--- src/rtl/instr_sequencer.sv ---
// Purpose: fetches 32-bit words from a small loadable instruction store and issues them to a processor over a valid/ready link.
// Latency: start -> FETCH next cycle -> instruction/instr_valid registered one cycle later; at best one issue every 2 cycles.
// Backpressure: instr_ready=0 holds the instruction and instr_valid stable in ISSUE; loads and starts are ignored while busy.
module instr_sequencer #(
    parameter int DEPTH = 16,
    parameter int AW    = 4
) (
    input  logic          clk,
    input  logic          reset,
    input  logic          load_en,
    input  logic [AW-1:0] load_addr,
    input  logic [31:0]   load_data,
    input  logic          start,
    input  logic          abort,
    output logic [31:0]   instruction,
    output logic          instr_valid,
    input  logic          instr_ready,
    output logic [AW-1:0] pc,
    output logic          busy,
    output logic          halted,
    output logic [7:0]    issue_count
);

    localparam logic [5:0]    HALT_OP = 6'b111111;
    localparam logic [AW-1:0] LAST_PC = AW'(DEPTH - 1);

    typedef enum logic [1:0] {
        ST_IDLE  = 2'd0,
        ST_FETCH = 2'd1,
        ST_ISSUE = 2'd2,
        ST_HALT  = 2'd3
    } state_t;

    state_t      state;
    logic [31:0] mem [DEPTH];
    logic [31:0] fetch_word;

    // Status flags come straight from the state register.
    assign busy       = (state == ST_FETCH) || (state == ST_ISSUE);
    assign halted     = (state == ST_HALT);
    assign fetch_word = mem[pc];

    // Instruction store: writable only when idle or halted; reset leaves contents intact.
    always_ff @(posedge clk) begin
        if (reset && load_en && !busy) begin
            mem[load_addr] <= load_data;
        end
    end

    // Sequencer FSM with registered outputs; reset beats abort, abort beats start and handshakes.
    always_ff @(posedge clk) begin
        if (!reset) begin
            state       <= ST_IDLE;
            instruction <= 32'd0;
            instr_valid <= 1'b0;
            pc          <= '0;
            issue_count <= 8'd0;
        end else if (abort) begin
            state       <= ST_IDLE;
            instr_valid <= 1'b0;
        end else begin
            case (state)
                ST_IDLE, ST_HALT: begin
                    if (start) begin
                        pc          <= '0;
                        issue_count <= 8'd0;
                        state       <= ST_FETCH;
                    end
                end
                ST_FETCH: begin
                    // The halt word is captured but never presented as valid.
                    instruction <= fetch_word;
                    if (fetch_word[31:26] == HALT_OP) begin
                        state <= ST_HALT;
                    end else begin
                        instr_valid <= 1'b1;
                        state       <= ST_ISSUE;
                    end
                end
                ST_ISSUE: begin
                    if (instr_ready) begin
                        instr_valid <= 1'b0;
                        if (issue_count != 8'hFF) begin
                            issue_count <= issue_count + 8'd1;
                        end
                        // Last entry stops the program rather than wrapping to 0.
                        if (pc == LAST_PC) begin
                            state <= ST_HALT;
                        end else begin
                            pc    <= pc + AW'(1);
                            state <= ST_FETCH;
                        end
                    end
                end
                default: state <= ST_IDLE;
            endcase
        end
    end

endmodule

--- config.mk ---
export PLATFORM = sky130hd
export DESIGN_NAME = instr_sequencer
export DESIGN_NICKNAME = d
export VERILOG_FILES = /design/src/rtl/instr_sequencer.sv
export SDC_FILE = /design/constraint.sdc
export NUM_CORES = 1
export LEC_CHECK = 0
export CELL_PAD_IN_SITES_DETAIL_PLACEMENT = 0
export CELL_PAD_IN_SITES_GLOBAL_PLACEMENT = 1
export CORE_UTILIZATION = 30
export CTS_BUF_LIST = sky130_fd_sc_hd__clkbuf_8
export CTS_CLUSTER_DIAMETER = 60
export DETAILED_ROUTE_END_ITERATION = 8
export GPL_TIMING_DRIVEN = 0
export PLACE_DENSITY_LB_ADDON = 0.1
export SYNTH_ARGS = -nofsm -noshare
export SYNTH_HDL_FRONTEND = slang
export SYNTH_SLANG_ARGS = --single-unit
--- constraint.sdc ---
create_clock -name clk -period 6.15 [get_ports clk]
set_clock_uncertainty 0.15 [all_clocks]
set_input_delay 0.9225 -clock clk [delete_from_list [all_inputs] [get_ports clk]]
set_output_delay 0.9225 -clock clk [all_outputs]
set_load 0.02 [all_outputs]
# Word-level counts from Yosys, hierarchy flattened
# Memory sizes are Yosys's and may differ from the RTL's. A register that Yosys moved wholly into a read port is not among the register bits.
# Index checks and enable logic that the tools add are counted.
# op_classes
n_addsub	2
eq_ne	11
mux	20
n_bitwise	2
reduce_logical	14
# op_table
op	n
two-way mux 8 bit	3
two-way mux 4 bit	5
case mux 8 bit (2 select lines)	1
AND reduction 5 bit	2
adder 8 x 1 -> 8 bit (second input constant)	1
!= test 2 bit (second input constant)	4
!= test 8 bit (second input constant)	1
case mux 4 bit (2 select lines)	1
== test 6 bit (second input constant)	1
two-way mux 2 bit	3
case mux 2 bit (3 select lines)	1
two-way mux 1 bit	5
adder 4 x 1 -> 4 bit (second input constant)	1
== test 2 bit (second input constant)	2
== test 4 bit (second input constant)	1
AND reduction 2 bit	2
nonzero test 2 bit	2
OR reduction 2 bit	2
AND reduction 3 bit	1
== test 2 x 1 -> 1 bit (second input constant)	1
logical AND 1 bit	2
zero test 2 bit	1
!= test 2 x 1 -> 1 bit (second input constant)	1
NOT 1 bit	2
3 further kinds	3
# word_totals
reg_bits	47
mem_bits_rw	512
output_inout_bits	47
wordCells	55
mem_count	1
# memory_table
name	words	width	rd	rd_ports_with_merged_regs	wr	line	text
mem	16	32	1	1	1	35	logic [31:0] mem [DEPTH];

# Depth between registers and ports, before layout
# Gate-level depths: netlist of run 1.
# logic_depth
depth_word	6
ltp_mapped	9
depth_no_buf	8

# Least setup slack after synthesis of run 1
# No wires, ideal clock.
# synth_timing
path_type	input -> register
startpoint	in reset
endpoint	mem mem[0][0], enable pin
setup_ns	0.461
arrival_ns	3.601
path_slack_ns	1.937
cell_stages	3
n_path_buf	0
cell_sequence	nand3_1 -> or3_1 -> nor3_1
# synth_between
elab_chain_len	4
# synth_rtl
item	line	text
start: declaration	9	input logic reset,
logical AND 1 bit (2 in a row)	45	if (reset && load_en && !busy) begin
two-way mux 1 bit	45	
two-way mux 1 bit (not written as such)	46	mem[load_addr] <= load_data;
end: declaration	35	
# Every way passes these cells.

# Worst setup path after layout of run 1
# layout_timing
startpoint	reg state[0]
endpoint	out busy
# layout_between
elab_chain_len	2
# layout_rtl
item	line	text
start: declaration	34	state_t state;
start signal: assignment	53	state <= ST_IDLE;
start signal: assignment	59	state <= ST_IDLE;
start signal: assignment	67	state <= ST_FETCH;
== test 2 x 1 -> 1 bit / == test 2 bit (equally long branches)	39	assign busy = (state == ST_FETCH) || (state == ST_ISSUE);
logical OR 1 bit *	39	
end: declaration	19	output logic busy,
# Mark *: on every way between the ends. The rest lies on a longest branch, timed or not.

==> summary.txt, run 1 <==
clock slew at reported path FFs: 0.06 ns
largest net degree at the start of global routing: 19
DP Wirelength: 36,500 um
Netlist cell types: 37
Final nets: 1,259
CP startpoint kind: flop
dpl ws: 2.24 ns
first-pass GRT wire length: 82,000 um
total power: 0.00774 W
Rel. slew slack: 27.9%
antenna violations before repair: 4
Placer Congestion: 0.724
Warnings, synthesis: 0
max-slew violation count: 0
Root Buffer: clkbuf_8
routed vias: 10.5k
WP data arrival: 2.21 ns
Setup CP Type: flop to output pin
most frequent cells in the layout: 512 x edfxtp_1, 154 x mux4_2, 104 x clkbuf_8, 88 x clkdlybuf4s50_1, 81 x nand2_1
maximum clock frequency: 0.305 GHz
CTS tree: yes
die height: 268 um
Pwr Density: 300 nW/um2
First DRT Iteration DRCs: 843
Clock power frac: 41.2%
CTS max path bufs: 3
DRC: 0
post-cts hold buffer count: 0
sw frac: 22.9%
Pre-antenna DRT Iters: 6
Max Cap Violations: 0
port bufs: 88
post-CTS setup buffers: 0
final WL: 57,200 um
GRT Total Usage: 16.4%
Die W: 268 um
post-synthesis sequential area ratio: 77.3%
Synthesized Nets: 1,034
CP Capture Type: output pin
Flop pwr share: 54.4%
CORE AREA: 70,000 um2
Clk Latency, worst-skew pair: 0.69 ns
Post-Syn Area: 21,200 um2
Mapped Avg Cell Area: 21.5 um2
leakage: 7.97 nW
Final min period: 3.28 ns
switching pwr: 0.00177 W
Setup-failing EPs final: 0
number of H-tree levels: 3
Data required, critical path: 5.08 ns
DRT antenna net count: 0
Mapped Cells: 987
vias in the first global route: 11.2k
Top Ports: 89
share of layout cells above drive strength 1: 27.1%
Rows: 97
die area: 71,800 um2
Pint: 0.00597 W
Top FF cell, synth: edfxtp_1
worst-path maximum fanout: 5
# resized after CTS: 0
RSZ-0062 raised after global routing: false
Hold Path Class: flop to flop
number of diodes: 0
count of flip-flops with a built-in enable after synthesis: 512
drt via density: 4.70
wire length per cell: 25.6 um
Starting Density: 30.3%
status: complete, no violations
worst setup margin: 2.87 ns
GRT Residual Overflow: 0
clk sinks: 563
Worst Max-Slew Pin Slew: 1.08 ns
Gate power share: 4.4%
Seq cells post-synth: 563
peak supply drop: 152 uV
Syn-to-layout area delta: 21.8%
commonest non-fill, non-tap cell in the layout: edfxtp_1
CTS Buf Count: 99
Tcrit/Tclk final: 53.4%
final hold violations: 0
Synth async-reset ratio: 0%
-- critical path: stages, from the launching register on --
cell	delay, ns
dfxtp_1	0.35
inv_1	0.07
ha_1	0.36
inv_1	0.14
clkdlybuf4s50_1	0.62
-- cell families (layout without fill, tap and decap cells) --
family,count (synthesis),count (layout),synth area share (%)
XOR/XNOR,7,7,0.289
adder cells (fa/ha/maj),5,5,0.295
buffers and inverters,52,362,1.12
flip-flops,563,563,77.3
AO/OA/AOI/OAI,64,64,1.76
multiplexers,155,155,16.4
AND/OR/NAND/NOR,141,141,2.80
-- area by class of cell --
cell class              instances  area [um2]
plain buffers                  46         215
clock buffers                 104        1430
clock inverters                82         387
fillers                      6565       44200
inverters                       6        22.5
multi-input cells             372        4680
flip-flops and latches        563       16400
well taps                     940        1180
repair buffers                124        1520
-- per-layer routing --
| layer | wire length [um] | global-route usage [%] | vias up | part of all wire (%) |
|---|---|---|---|---|
| met4 | 948 | 3.81 | 8 | 1.7 |
| met5 | 43 | 0 | - | 0.075 |
| met3 | 2640 | 3.71 | 69 | 4.6 |
| li1 | - | - | 4560 | - |
| met1 | 26400 | 22.9 | 5637 | 46 |
| met2 | 27100 | 25.9 | 251 | 47 |
-- power by group through the flow --
stage	sequential (W)	clock, W	combinational [W]
after CTS	0.00421	0.00331	0.000353
after floorplan	0.00430	0	0.000172
after detailed placement	0.00429	0	0.000352
after global routing	0.00421	0.00346	0.000371
final	0.00421	0.00318	0.000341
after global placement	0.00429	0	0.000335
-- sequential cells by signal, summed over array words and instances, names as in the netlist, named ones only --
signal and flops:
mem 512, instruction 32, issue_count 8, pc 4, state 2, instr_valid 1
-- metrics by stage --
step           hold WS (ns)  cells  setup TNS, ns  area (um2)  utilization, %
6_report              0.301   2237              0       25800            36.9
2_1_floorplan         0.315    987              0       21200               -
3_3_place_gp          0.294   2015        -336.46       23300            33.2
5_1_grt               0.321   2237              0       25800            36.9
4_1_cts               0.306   2237              0       25800            36.9
3_5_place_dp          0.298   2051              0       24000            34.3
-- worst paths after layout --
path,start,endpoint,slack [ns],depth (start not counted)
hold reg to reg,instruction[21],instruction[21],0.30,2
setup / recovery,state[0],busy,2.87,4
hold / removal,instruction[21],instruction[21],0.30,2
setup reg to reg,flop,instruction[13],2.93,6
-- synthesized netlist by cell type (all sizes together) (2+ instances only) --
master,instances,area share (%)
clkbuf,21,0.37
nor3,6,0.14
dfxtp,51,4.8
nand4,4,0.12
o31ai,2,0.071
ha,5,0.30
nor2b,4,0.12
nand2b,5,0.15
a21oi,39,0.92
o21ai,5,0.12
edfxtp,512,73
nand3,7,0.17
a22oi,12,0.42
nand2,81,1.4
xnor2,2,0.083
buf,25,0.64
xor2,5,0.21
nor2,28,0.50
and3,2,0.059
inv,5,0.089
mux4,154,16
No activity file was read; power rests on OpenSTA's default activity.
==> run 2, diff against run 1 <==
clock period = 3 ns   (was 6.15 ns; I/O delays follow)
==> summary.txt, run 2 (synthesis gave the netlist of run 1 again) <==
antenna violations before repair: 2
final hold violations: 0
post-cts hold buffer count: 0
worst-path maximum fanout: 10
Top Ports: 89
drt via density: 4.72
Pwr Density: 614 nW/um2
Placer Congestion: 0.732
total power: 0.0160 W
Root Buffer: clkbuf_8
CTS max path bufs: 3
First DRT Iteration DRCs: 859
Reg with most FFs: mem
most frequent cells in the layout: 512 x edfxtp_1, 154 x mux4_2, 106 x clkbuf_8, 88 x clkdlybuf4s50_1, 81 x nand2_1
wire length per cell: 25.9 um
number of H-tree levels: 3
Worst Max-Slew Pin Slew: 1.10 ns
number of flip-flops in the largest register: 512
Final min period: 2.86 ns
CP Capture Type: flop
Starting Density: 30.3%
leakage: 8.13 nW
maximum clock frequency: 0.349 GHz
Layout Utilization: 37.3%
GRT Total Usage: 16.7%
hold slack final: 0.277 ns
die height: 268 um
CP startpoint kind: flop
peak supply drop: 323 uV
DRC: 0
max-slew violation count: 0
status: complete, no violations
Tcrit/Tclk final: 95.5%
clk sinks: 563
Clk Latency, worst-skew pair: 0.68 ns
DRT antenna net count: 0
WP data arrival: 3.24 ns
Max Cap Violations: 0
Hold Path Class: input port to flop
first-pass GRT wire length: 83,700 um
Hold Crit Depth: 3
CTS Buf Count: 98
Pre-antenna DRT Iters: 5
routed vias: 10.6k
CORE AREA: 70,000 um2
share of layout cells above drive strength 1: 29.1%
CTS tree: yes
Rel. slew slack: 26.9%
DP Wirelength: 36,000 um
biggest regs: mem x512, instruction x32, issue_count x8
Rows: 97
Die W: 268 um
RSZ-0062 raised after global routing: false
largest net degree at the start of global routing: 18
die area: 71,800 um2
Final nets: 1,271
port bufs: 88
clock slew at reported path FFs: 0.06 ns
commonest non-fill, non-tap cell in the layout: edfxtp_1
Setup CP Type: flop to flop
Data required, critical path: 3.37 ns
multi-input logic area: 4710 um2
FF-to-FF path depth: 5
GRT Residual Overflow: 0
Setup-failing EPs final: 0
fillers: 6,538
register area: 16,400 um2
Syn-to-layout area delta: 23.2%
final WL: 58,200 um
vias in the first global route: 11.3k
==> run 2: changes by cell type in the layout (fill, tap and decap cells not counted), sizes merged <==
cell	before	now
diode	0	2
buf	61	74
bufinv	1	3
clkbuf	125	127
inv	47	43
clkinv	38	32
clkinvlp	2	4
==> run 2: repair_timing <==
action,in CTS,in global routing
buffers inserted,13,7
pin swaps,7,4
endpoints found under the setup margin,120,56
gates resized for setup,8,0
==> run 2: final timing paths <==
check,start,to,slack [ns]
worst min register to register,instruction[17],instruction[17],0.30
worst min-delay path,instr_ready,instr_valid,0.28
worst max-delay path,flop,instruction[11],0.14
worst max register to register,flop,instruction[11],0.14
==> run 2: power by group <==
group          internal (W)  switching (W)  total, W
registers           0.00862      0.0000194   0.00864
logic              0.000308       0.000400  0.000708
clock network       0.00352        0.00318   0.00670
==> run 2: final cells by class <==
type / count / area share [%]
Clock inverter: 76 / 1.57
Sequential cell: 563 / 62.7
Tap cell: 940 / 4.50
Antenna cell: 2 / 0.0192
Buffer: 46 / 0.862
Inverter: 6 / 0.0862
Timing Repair Buffer: 137 / 6.63
Clock buffer: 106 / 5.58
Multi-Input combinational cell: 372 / 18.0
==> run 2: worst max-delay path: stages, from the launching register on <==
cell and delay, ns:
dfxtp_1 0.37, clkbuf_1 0.76, clkbuf_1 0.76, mux4_2 0.42, nand2_1 0.15, a21oi_1 0.09
==> run 2: metrics by stage <==
stage	setup TNS, ns	cells	area, um2	setup WS [ns]
after global routing	0	2248	26100	0.00673
after detailed placement	-55.52	2044	24000	-0.461
final	0	2248	26100	0.136
after floorplan	-17.48	987	21200	-0.182
after global placement	-1393.11	2015	23300	-3.20
after CTS	0	2239	26100	0.0425
==> run 2: metal layers <==
metal / track usage (%) / wire [um] / share of wire (%) / vias to the layer above
met5: 0 / 12 / 0.021 / -
li1: - / - / - / 4584
met1: 23.1 / 26600 / 46 / 5684
met3: 3.24 / 2330 / 4.0 / 78
met2: 27.0 / 28100 / 48 / 262
met4: 4.32 / 1070 / 1.8 / 2
==> run 3, diff against run 2 <==
CORE_UTILIZATION = 45   (was 30)
GPL_ROUTABILITY_DRIVEN = 0   (was not set)
clock period = 2.6 ns   (was 3 ns; I/O delays follow)
==> summary.txt, run 3 (synthesis gave the netlist of run 1 again) <==
Setup-failing EPs final: 0
share of layout cells above drive strength 1: 29.0%
number of flip-flops in the largest register: 512
WP data arrival: 2.89 ns
first-pass GRT wire length: 73,900 um
GRT Residual Overflow: 0
final hold violations: 0
routed vias: 10.7k
GRT Total Usage: 22.2%
Final nets: 1,266
Gate power share: 4.5%
max-slew violation count: 0
Top Ports: 89
DP Wirelength: 30,700 um
FF-to-FF path depth: 5
Post-Layout Cell Count: 1,903
sw frac: 21.8%
Clk Latency, worst-skew pair: 0.66 ns
die area: 48,000 um2
Root Buffer: clkbuf_8
fillers: 3,583
clk sinks: 563
maximum clock frequency: 0.392 GHz
CP startpoint kind: flop
crit-path cells: clkbuf_2, clkbuf_1, mux4_2, nand2_1, a21oi_1
antenna violations before repair: 2
setup slack, reg-to-reg: 0.05 ns
port bufs: 88
most frequent cells in the layout: 512 x edfxtp_1, 154 x mux4_2, 105 x clkbuf_8, 87 x clkdlybuf4s50_1, 81 x nand2_1
Final min period: 2.55 ns
Pwr Density: 704 nW/um2
CP Capture Type: flop
Reg with most FFs: mem
CP max stage cell: clkbuf_1
Hold Path Sink: instr_valid
Hold Crit Depth: 3
CTS max path bufs: 3
post-cts hold buffer count: 0
area post-placement: 23,500 um2
First DRT Iteration DRCs: 1,022
wire length per cell: 26.9 um
Rel. slew slack: 25.4%
min-delay src: instr_ready
largest net degree at the start of global routing: 22
biggest regs: mem x512, instruction x32, issue_count x8
post-placement cell count: 1,703
Bufs and invs on worst path: 2
Pint: 0.0141 W
fin area: 25,600 um2
worst-path maximum fanout: 10
die height: 219 um
final WL: 51,200 um
Setup CP Type: flop to flop
number of H-tree levels: 3
leakage: 8.07 nW
Hold Path Class: input port to flop
peak supply drop: 370 uV
total power: 0.0180 W
status: complete, no violations
Worst Max-Slew Pin Slew: 1.12 ns
Clock power frac: 40.2%
drt via density: 5.61
DRC: 0
RSZ-0062 raised after global routing: false
switching pwr: 0.00393 W
Data required, critical path: 2.93 ns
vias in the first global route: 10.9k
slowest cell delay on critical path: 0.84 ns
CTS Buf Count: 94
FF-to-FF End: instruction[16]
Pre-antenna DRT Iters: 5
commonest non-fill, non-tap cell in the layout: edfxtp_1
CORE AREA: 46,600 um2
clock slew at reported path FFs: 0.06 ns
Rows: 79
top cell family by delay on the critical path: buffers and inverters
Syn-to-layout area delta: 20.9%
Max Cap Violations: 0
stages on the worst setup path: 5
Tcrit/Tclk final: 98.2%
DRT antenna net count: 0
Die W: 219 um
CTS tree: yes
Flop pwr share: 55.3%
Starting Density: 45.5%
## run 3: metal layers
| metal | vias up | global-route usage (%) | share of wire [%] |
|---|---|---|---|
| li1 | 4564 | - | - |
| met2 | 347 | 34.9 | 48 |
| met4 | 2 | 5.63 | 1.6 |
| met1 | 5685 | 31.8 | 45 |
| met5 | - | 0 | 0.025 |
| met3 | 71 | 4.55 | 5.5 |
## run 3: what timing repair did
item	4_1_cts	5_1_grt
setup buffers	24	3
pin swaps	16	2
setup endpoints to repair	417	59
gates resized for setup	23	8
## run 3: worst max path at each step
stage,startpoint,endpoint,slack [ns]
2_1_floorplan,state[0],mem[7][0],-0.36
3_3_place_gp,reset,mem[7][8],-2.90
3_5_place_dp,reset,mem[3][7],-0.64
4_1_cts,flop,instruction[16],0.03
5_1_grt,flop,instruction[14],0.002
6_report,flop,instruction[16],0.05
## run 3: power by group through the flow
stage / clock network (W) / registers (W) / logic (W)
5_1_grt: 0.00781 / 0.00996 / 0.000874
4_1_cts: 0.00744 / 0.00996 / 0.000828
6_report: 0.00726 / 0.00996 / 0.000814
3_3_place_gp: 0 / 0.0102 / 0.000769
3_5_place_dp: 0 / 0.0102 / 0.000807
2_1_floorplan: 0 / 0.0102 / 0.000410
## run 3: worst reg2reg max path, cell delays in order (launching register included)
cell and delay (ns):
dfxtp_1 0.36, clkbuf_2 0.44, clkbuf_1 0.85, mux4_2 0.43, nand2_1 0.09, a21oi_1 0.07
## run 3: area by class of cell
| cell class | instances | area (um2) | area share, % |
|---|---|---|---|
| timing repair buffer | 136 | 1700 | 6.61 |
| sequential | 563 | 16400 | 64.0 |
| clock buffer | 105 | 1450 | 5.64 |
| antenna | 1 | 2.50 | 0.00976 |
| inverter | 6 | 22.5 | 0.0879 |
| tap | 607 | 759 | 2.96 |
| multi-input combinational | 372 | 4740 | 18.5 |
| clock inverter | 67 | 304 | 1.19 |
| buffer | 46 | 273 | 1.06 |
## run 3: metrics by stage
| stage | hold WS (ns) | setup TNS, ns | util [%] | setup WS (ns) |
|---|---|---|---|---|
| floorplan | 0.339 | -105.62 | - | -0.361 |
| global placement | 0.294 | -1160.92 | 49.2 | -2.90 |
| detailed placement | 0.298 | -187.03 | 50.4 | -0.642 |
| CTS | 0.170 | 0 | 54.9 | 0.0257 |
| global route | 0.199 | 0 | 55.1 | 0.00159 |
| finish | 0.250 | 0 | 55.1 | 0.0468 |
